`src/rtl/base_dbg_serial_arb.sv`:
```
// base_dbg_serial_arb: round-robin arbiter serialising requester words as framed packets
// Frame on sout: start bit, requester id MSB first, data slice index 0 first, even parity.
module base_dbg_serial_arb #(
    parameter int n = 4,
    parameter int w = 8,
    parameter int idw = (n == 1) ? 1 : $clog2(n)
) (
    input  logic           clk,
    input  logic           reset,
    input  logic [0:n-1]   req_v,
    input  logic [0:n*w-1] req_d,
    output logic [0:n-1]   req_r,
    output logic           sout,
    output logic           sout_v,
    output logic           busy
);
    localparam int mx = (idw > w) ? idw : w;
    localparam int cw = $clog2(mx + 1);
    localparam logic [2:0] IDLE = 3'd0, START = 3'd1, ID = 3'd2, DATA = 3'd3, PAR = 3'd4;

    logic [2:0]     state;
    logic [idw-1:0] ptr, sid, gi;
    logic [0:w-1]   sdat, word;
    logic [cw-1:0]  cnt;
    logic           par, found;

    always_comb begin
        found = 1'b0;
        gi = '0;
        for (int k = 0; k < n; k++) begin
            if (!found && req_v[(int'(ptr) + k) % n]) begin
                found = 1'b1;
                gi = idw'((int'(ptr) + k) % n);
            end
        end
        word = req_d[int'(gi)*w +: w];
        for (int i = 0; i < n; i++)
            req_r[i] = (state == IDLE) && !reset && found && (gi == idw'(i));
    end

    assign busy = state != IDLE;

    // sout always presents the bit belonging to the state being entered
    always_ff @(posedge clk) begin
        if (reset) begin
            state  <= IDLE;
            ptr    <= '0;
            sid    <= '0;
            sdat   <= '0;
            par    <= 1'b0;
            cnt    <= '0;
            sout   <= 1'b0;
            sout_v <= 1'b0;
        end else begin
            case (state)
                IDLE: begin
                    sout   <= found;
                    sout_v <= found;
                    if (found) begin
                        state <= START;
                        sid   <= gi;
                        sdat  <= word;
                        par   <= ^{gi, word};
                        ptr   <= (gi == idw'(n - 1)) ? '0 : gi + 1'b1;
                    end
                end
                START: begin
                    sout  <= sid[idw-1];
                    sid   <= sid << 1;
                    cnt   <= cw'(1);
                    state <= ID;
                end
                ID: begin
                    if (cnt == cw'(idw)) begin
                        sout  <= sdat[0];
                        sdat  <= sdat << 1;
                        cnt   <= cw'(1);
                        state <= DATA;
                    end else begin
                        sout <= sid[idw-1];
                        sid  <= sid << 1;
                        cnt  <= cnt + 1'b1;
                    end
                end
                DATA: begin
                    if (cnt == cw'(w)) begin
                        sout  <= par;
                        state <= PAR;
                    end else begin
                        sout <= sdat[0];
                        sdat <= sdat << 1;
                        cnt  <= cnt + 1'b1;
                    end
                end
                default: begin
                    sout   <= 1'b0;
                    sout_v <= 1'b0;
                    state  <= IDLE;
                end
            endcase
        end
    end
endmodule
```
`config.mk`:
```
export PLATFORM = sky130hd
export DESIGN_NAME = base_dbg_serial_arb
export DESIGN_NICKNAME = d
export VERILOG_FILES = /design/src/rtl/base_dbg_serial_arb.sv
export SDC_FILE = /design/constraint.sdc
export NUM_CORES = 1
export LEC_CHECK = 0
export ABC_CLOCK_PERIOD_IN_PS = 2500
export BUFFER_PORTS_ARGS = -buffer_cell sky130_fd_sc_hd__clkbuf_2
export CORE_ASPECT_RATIO = 0.75
export CORE_MARGIN = 2
export CORE_UTILIZATION = 35
export DETAILED_ROUTE_END_ITERATION = 12
export GPL_ROUTABILITY_DRIVEN = 0
export PLACE_DENSITY_LB_ADDON = 0.3
export REMOVE_ABC_BUFFERS = 1
export SLEW_MARGIN = 20
export SYNTH_ARGS = -nofsm -noshare
export SYNTH_HDL_FRONTEND = slang
export SYNTH_SLANG_ARGS = --single-unit
```
`constraint.sdc`:
```
create_clock -name clk -period 2.5 [get_ports clk]
set_input_delay 0.25 -clock clk [delete_from_list [all_inputs] [get_ports clk]]
set_output_delay 0.25 -clock clk [all_outputs]
set_load 0.01 [all_outputs]
```
-- After elaboration in Yosys (flattened, before gate mapping)
Cells that the tools add are included.
- register bits after elaboration: 22
- logic and storage cells: 107
- output and inout bits: 7
- bits of input ports: 38
- reductions and logical operators: 29
- mux-type cells: 39
- equality and inequality tests: 13
- shifts and indexed selects: 1
- add/sub/neg operators: 5
- order comparisons: 4
- bitwise logic cells: 8
- operators with widths (cell ; count):
    $ge A32 B3 Y1 const B ; 4
    $not A32 Y32 ; 3
    $shiftx A32 B32 Y33 ; 1
    $not A2 Y32 ; 1
    $not A5 Y32 ; 1
    $mux W8 ; 3
    $pmux W8 S3 ; 1
    $mux W1 ; 14
    $mux W2 ; 7
    $pmux W3 S4 ; 1
    $pmux W4 S3 ; 1
    $reduce_bool A3 Y1 ; 4
    $ne A2 B2 Y1 const B ; 5
    $reduce_xor A10 Y1 ; 1
    $logic_and A1 B1 Y1 ; 9
    $mux W3 ; 3
    $bmux W1 S2 ; 4
    $mux W4 ; 2
    $eq A3 B2 Y1 const B ; 2
    $pmux W2 S3 ; 1
    $reduce_and A3 Y1 ; 2
    $reduce_or A2 Y1 ; 3
    $add A2 B1 Y2 const B ; 2
    $add A2 B2 Y2 const B ; 2
    15 further kinds ; 22

-- Depth between registers and ports, before layout
Gate-level depths: netlist of run 1.
- depth in word-level cells: 19
- depth in mapped cells: 11
- depth with buffers taken out: 9

-- Least setup slack after synthesis of run 1
OpenSTA, ideal clock, no wires.
- path type: flip-flop to flip-flop
- start point: register ptr[1]
- end point: register par
- path slack: 0.370 ns
- data required time: 2.374 ns
- period minus slack after synthesis: 2.130 ns
- buffers on the path: 1
- library setup time: 0.126 ns
- cell stages (with the launch flop): 11
- data arrival time: 2.003 ns
- path through: dfxtp_1 > a21o_1 > a21oi_2 > o22a_2 > buf_12 > mux2i_1 > mux2_4 > xnor2_2 > xnor3_1 > nand3b_1 > o211ai_1
- cells in the longest elaborated chain, start to end: 17
- elaborated cells between the ends (all ways): 37
- classes of those cells: 3 x add/sub; 1 x shift; 20 x mux; 5 x bitwise; 8 x reduce/logical
- ends and longest elaborated chain (item ; RTL line ; text):
    start: declaration ; 22 ; logic [idw-1:0] ptr, sid, gi;
    start signal: assignment ; 64 ; ptr <= (gi == idw'(n - 1)) ? '0 : gi + 1'b1;
    branches (longest 17 deep; another with $add A2 B1 Y2) ; -- ;
    end signal: assignment ; 63 ; par <= ^{gi, word};
    end: declaration ; 25 ; logic par, found;
Parallel ways; which one is timed is not known. The select of a mux whose other input is x is not followed.
A chain may end at the register's enable or synchronous reset.

-- Worst setup path in the final report of run 1
Same ends and word-level chain as after synthesis.

==> flow_summary.ini, run 1 <==
[run_status]
outcome = completed

[final_layout]
final_net_count = 278
drive_above_1_share_pct = 27.71
area_growth_pct = 21.66
layout_common_cells = 44 x clkbuf_2, 36 x nor2_1, 31 x mux2i_1, 22 x dfxtp_1, 11 x a21oi_1
layout_commonest_cell = clkbuf_2
postLayoutCoreUtil_pct = 43.57
final.fill_count = 444
insertedDiodeCount = 0

[detailed_routing]
drc = 0
vias = 1378
wire_per_inst_um = 11.01
dr.pass1.iters = 4
routed_wl_mm = 3.172
antenna_left = 0
avgViaCountPerCell = 4.785
detail_route.iter0.violations = 69

[critical_path]
reg2reg_depth = 9
critPathLaunchType = flip-flop
required_ps = 2640
rr_endpoint = par$_SDFFE_PP0P_
r2r-start = ptr[1]$_SDFFE_PP0P_
startpoint = ptr[1]$_SDFFE_PP0P_
crit_arrival_ps = 2460
worst-setup-path-type = flip-flop to flip-flop
r2r_setup_slack_ps = 190
crit_path_max_fanout = 12
critPathCaptureType = flip-flop

[sta]
tns_ps = 0
fin_ws_ps = 186.9
tightest_slew_ps = 476.4
hold_viol_final = 0
fmax_ghz = 0.4323
maxSlewViolCount = 0
setup_viol = 0
maxSlewHeadroom_pct = 68.24
rsz0062_at_grt = false
period_minus_slack_ps = 2313
finalClockSkew_ps = 1.932
period_share_pct = 92.52

[synth]
synth_edf_count = 0
synth-seq-cells = 22
netlist_area_um2 = 1572
synth-async-reset-ratio_pct = 0
yosys.area.top_type = dfxtp_1
synthTopCellsByArea = dfxtp_1 28%, mux2i_1 20%, nor2_1 8.6%
synthCells = 187
yosysUniqueCellTypes = 44
synth_flop_cell = dfxtp_1
synth.yosys.warnings = 0
avgSynthCellArea_um2 = 8.404
synth_top_area_share_pct = 28.03
yosysSeqAreaShare_pct = 28.03

[power_and_ir_drop]
p_leak_nw = 0.9185
ir_worst_vdd_mv = 0.2879
p_per_area_nw_per_um2 = 669.8

[global_routing]
gr-total-overflow = 0
grt_max_degree = 23
antenna_found_initial = 0
track_usage_pct = 13.32
first_global_vias = 1173
grt_pass1_wl_mm = 5.209

[cts]
cts.sinks = 22
cts_buffers = 3
clk_pin_slew_ps = 80
cts_buffer_depth = 2
cts_root_buf = clkbuf_8
htree_levels = 1
clk_latency_ps = 260
cts_tree = yes

[placement]
dpl_worst_slack_ps = 155.7
port_buffers = 44
hpwl_mm = 2.479

[worst_hold_path]
min_path_cells = 4
holdPathEnd = par$_SDFFE_PP0P_
hold_path.startpoint = reset
hold_path_class = primary input to flip-flop

[run]
drv_cap = 0

[floorplanning]
core_um2 = 4388
dieHeight_um = 62.03
std_cell_rows = 21
fp.dieW_um = 81.38
die_area_um2 = 5048
io_pins = 45
initial_core_util_pct = 35.81
sequential cells by signal, indices dropped and copies added (netlist names):
| signal | count |
|---|---|
| sout | 1 |
| cnt | 4 |
| sid | 2 |
| sdat | 8 |
| state | 3 |
| ptr | 2 |
| sout_v | 1 |
| par | 1 |
layout make-up:
type | instances | area [µm²] | area share (%)
flip-flops and latches | 22 | 440.4 | 23.04
well taps | 57 | 71.32 | 3.730
clock buffers | 3 | 41.29 | 2.160
repair buffers | 52 | 292.8 | 15.31
multi-input cells | 145 | 1032 | 53.99
inverters | 9 | 33.78 | 1.767
synthesized netlist by cell type, drive strengths merged, types with 4 or more instances:
master   n
nor2    36
mux2i   32
dfxtp   22
a21oi   13
inv      9
nand2    8
clkbuf   7
ha       7
o21ai    5
xnor2    5
and2     4
buf      4
through the flow:
step           total power (W)  hold slack (ps)  cell area (µm²)  cells
2_1_floorplan        0.0009096            319.1             1501    176
5_1_grt               0.001388            442.7             1912    288
3_5_place_dp          0.001073            477.8             1866    285
3_3_place_gp          0.001071            463.7             1866    285
4_1_cts               0.001293            416.9             1907    288
6_report              0.001281            401.7             1912    288
worst max path at each step:
stage                       endpoint  depth (start not counted)
floorplan           par$_SDFFE_PP0P_                          9
global route        par$_SDFFE_PP0P_                         10
finish              par$_SDFFE_PP0P_                          9
CTS                         req_r[1]                          5
detailed placement  par$_SDFFE_PP0P_                         11
global placement    par$_SDFFE_PP0P_                         10
kinds of logic (layout without fill, tap and decap cells):
family                     count (synthesis)  after routing  synth area share, %
DFF                                       22             22                28.03
and+or+nand+nor                           62             62                17.76
muxes                                     33             33                21.58
AOI/OAI and AO/OA                         36             36                15.21
xor gates and xnor gates                   7              7                5.255
buffers and inverters                     20             64                6.609
adders and majority gates                  7              7                5.573
critical path: stages (launching register included):
cell and delay [ps]:
dfxtp_1 360, a21o_1 180, a21oi_2 120, o22a_2 370, mux2i_1 130, mux2_4 300
xnor2_2 150, xnor3_1 420, nand3b_1 90, o211ai_1 90
metal layers:
layer / track usage [%] / share of wire (%)
met3: 3.468 / 5.0
met2: 20.02 / 41
met4: 2.179 / 0.32
met5: 0 / 0
met1: 19.54 / 53
where the power goes:
part / total, W / leakage, nW / switching [W] / internal, W
combinational: 0.000612 / 0.716 / 0.000295 / 0.000317
clock: 0.000217 / 0.0216 / 0.000109 / 0.000107
sequential: 0.000452 / 0.181 / 0.0000469 / 0.000405
what timing repair did:
action / 4_1_cts / 5_1_grt
hold buffers: 0 / 0
setup endpoints to repair: 0 / 4
resized for setup: 0 / 1
endpoints found under the hold margin: 0 / 0
buffers inserted: 0 / 0
(Power assumes the default switching activity.)
==> inputs of run 2 (changes only) <==
--- a/config.mk
+++ b/config.mk
@@ -15,2 +15,3 @@
 export PLACE_DENSITY_LB_ADDON = 0.3
+export RECOVER_POWER = 50
 export REMOVE_ABC_BUFFERS = 1
--- a/constraint.sdc
+++ b/constraint.sdc
@@ -3,2 +3,2 @@
 set_output_delay 0.25 -clock clk [all_outputs]
-set_load 0.01 [all_outputs]
+set_load 0.05 [all_outputs]
==> flow_summary.ini, run 2 (synthesis gave the netlist of run 1 again) <==
[run_status]
outcome = completed

[critical_path]
path_cells = nor2b_1 -> a21oi_1 -> o22ai_1 -> a21oi_2 -> buf_12 -> mux2_4 -> xnor2_2 -> xnor3_1 -> nand3b_1 -> o211ai_1
crit_path_end = par$_SDFFE_PP0P_
startpoint = ptr[0]$_SDFFE_PP0P_
r2r-start = ptr[0]$_SDFFE_PP0P_
critPathCaptureType = flip-flop
worst-path-buf-inv = 1
cpPeakStageDelay_ps = 420
critPathLaunchType = flip-flop
required_ps = 2640
cp_slowest_cell = xnor3_1
r2r_setup_slack_ps = 230
reg2reg_depth = 10
crit_arrival_ps = 2410
path_delay_family = XOR/XNOR gates
crit_path_max_fanout = 13
rr_endpoint = par$_SDFFE_PP0P_
worst-setup-path-type = flip-flop to flip-flop
critical_path_cell_count = 10

[sta]
finalClockSkew_ps = 0.8816
setup_viol = 0
hold_viol_final = 0
timing.hold.ws_ps = 452.0
maxSlewHeadroom_pct = 49.41
tightest_slew_ps = 758.8
rsz0062_at_grt = false
period_minus_slack_ps = 2265
period_share_pct = 90.61
maxSlewViolCount = 0
tns_ps = 0
fmax_ghz = 0.4415
fin_ws_ps = 234.8

[placement]
placed_cell_area_um2 = 1881
dpl_worst_slack_ps = 148.2
hpwl_mm = 2.618
port_buffers = 44

[global_routing]
antenna_found_initial = 0
gr-total-overflow = 0
first_global_vias = 1233
track_usage_pct = 13.61
grt_pass1_wl_mm = 5.402
grt_max_degree = 23

[run]
drv_cap = 0

[floorplanning]
initial_core_util_pct = 35.81
core_um2 = 4388
die_area_um2 = 5048
std_cell_rows = 21
io_pins = 45
fp.dieW_um = 81.38
dieHeight_um = 62.03

[detailed_routing]
routed_wl_mm = 3.294
vias = 1395
detail_route.iter0.violations = 57
antenna_left = 0
drc = 0
wire_per_inst_um = 11.36
avgViaCountPerCell = 4.810
dr.pass1.iters = 4

[cts]
cts_buffer_depth = 2
htree_levels = 1
cts_buffers = 3
cts_root_buf = clkbuf_8
cts.sinks = 22
clk_pin_slew_ps = 70
clk_latency_ps = 260
cts_tree = yes
post_cts_buffers = 0
cts_resized = 0
cts_hold_buf = 0

[final_layout]
final_net_count = 280
top_register = sdat
fin_area_um2 = 1918
insertedDiodeCount = 0
largestRegisters = sdat (8), cnt (4), state (3)
layout_common_cells = 41 x clkbuf_2, 36 x nor2_1, 31 x mux2i_1, 22 x dfxtp_1, 11 x a21oi_1
largest_reg_flops = 8
area_growth_pct = 22.05
drive_above_1_share_pct = 25.75
layout_commonest_cell = clkbuf_2

[power_and_ir_drop]
ir_worst_vdd_mv = 0.2847
p_per_area_nw_per_um2 = 693.5
finalPower_w = 0.001330
p_leak_nw = 0.9107

[worst_hold_path]
hold_path_class = primary input to flip-flop
-- run 2: cell count changes in the layout (fill, tap and decap cells not counted), sizes merged --
cell / before / now
clkbuf: 47 / 49
-- run 2: worst min-delay path by stage --
stage | start | end | slack, ps | depth (start not counted)
finish | reset | par$_SDFFE_PP0P_ | 450 | 4
global route | reset | par$_SDFFE_PP0P_ | 480 | 4
CTS | reset | par$_SDFFE_PP0P_ | 450 | 4
detailed placement | sid[0]$_SDFFE_PP0P_ | sid[1]$_SDFFE_PP0P_ | 470 | 2
global placement | sdat[6]$_SDFFE_PP0P_ | sdat[6]$_SDFFE_PP0P_ | 460 | 2
floorplan | reset | sid[0]$_SDFFE_PP0P_ | 320 | 1
-- run 2: power by group --
| part | switching (W) | internal, W |
|---|---|---|
| Clock | 0.000108 | 0.000107 |
| Sequential | 0.0000472 | 0.000405 |
| Combinational | 0.000339 | 0.000323 |
| Total | 0.000495 | 0.000835 |
-- run 2: worst register-to-register path: cells and delay by family, from the launching register on --
family | cells | cell delay (ps)
AND/OR/NAND/NOR | 2 | 180
buffers and inverters | 1 | 170
multiplexers | 1 | 330
flip-flops | 1 | 410
AO/OA/AOI/OAI | 4 | 490
XOR/XNOR | 2 | 570
-- run 2: area by class of cell --
type / count / area (µm²)
inverters: 9 / 33.78
multi-input cells: 145 / 1035
fillers: 448 / 2470
flip-flops and latches: 22 / 440.4
well taps: 57 / 71.32
repair buffers: 54 / 296.5
clock buffers: 3 / 41.29
-- run 2: metrics by stage --
| stage | cells | utilization, % |
|---|---|---|
| after floorplan | 176 | - |
| after global placement | 287 | 42.86 |
| after detailed placement | 287 | 42.86 |
| after CTS | 290 | 43.80 |
| after global routing | 290 | 43.71 |
| final | 290 | 43.71 |
-- run 2: per-layer routing --
| metal | GRT usage [%] | vias to the layer above | wire length [µm] | share of wire (%) |
|---|---|---|---|---|
| li1 | - | 746 | - | - |
| met1 | 19.09 | 613 | 1696 | 51 |
| met2 | 22.25 | 36 | 1414 | 43 |
| met3 | 3.613 | 0 | 184 | 5.6 |
| met4 | 0.7264 | 0 | 0 | 0 |
| met5 | 0 | - | 0 | 0 |
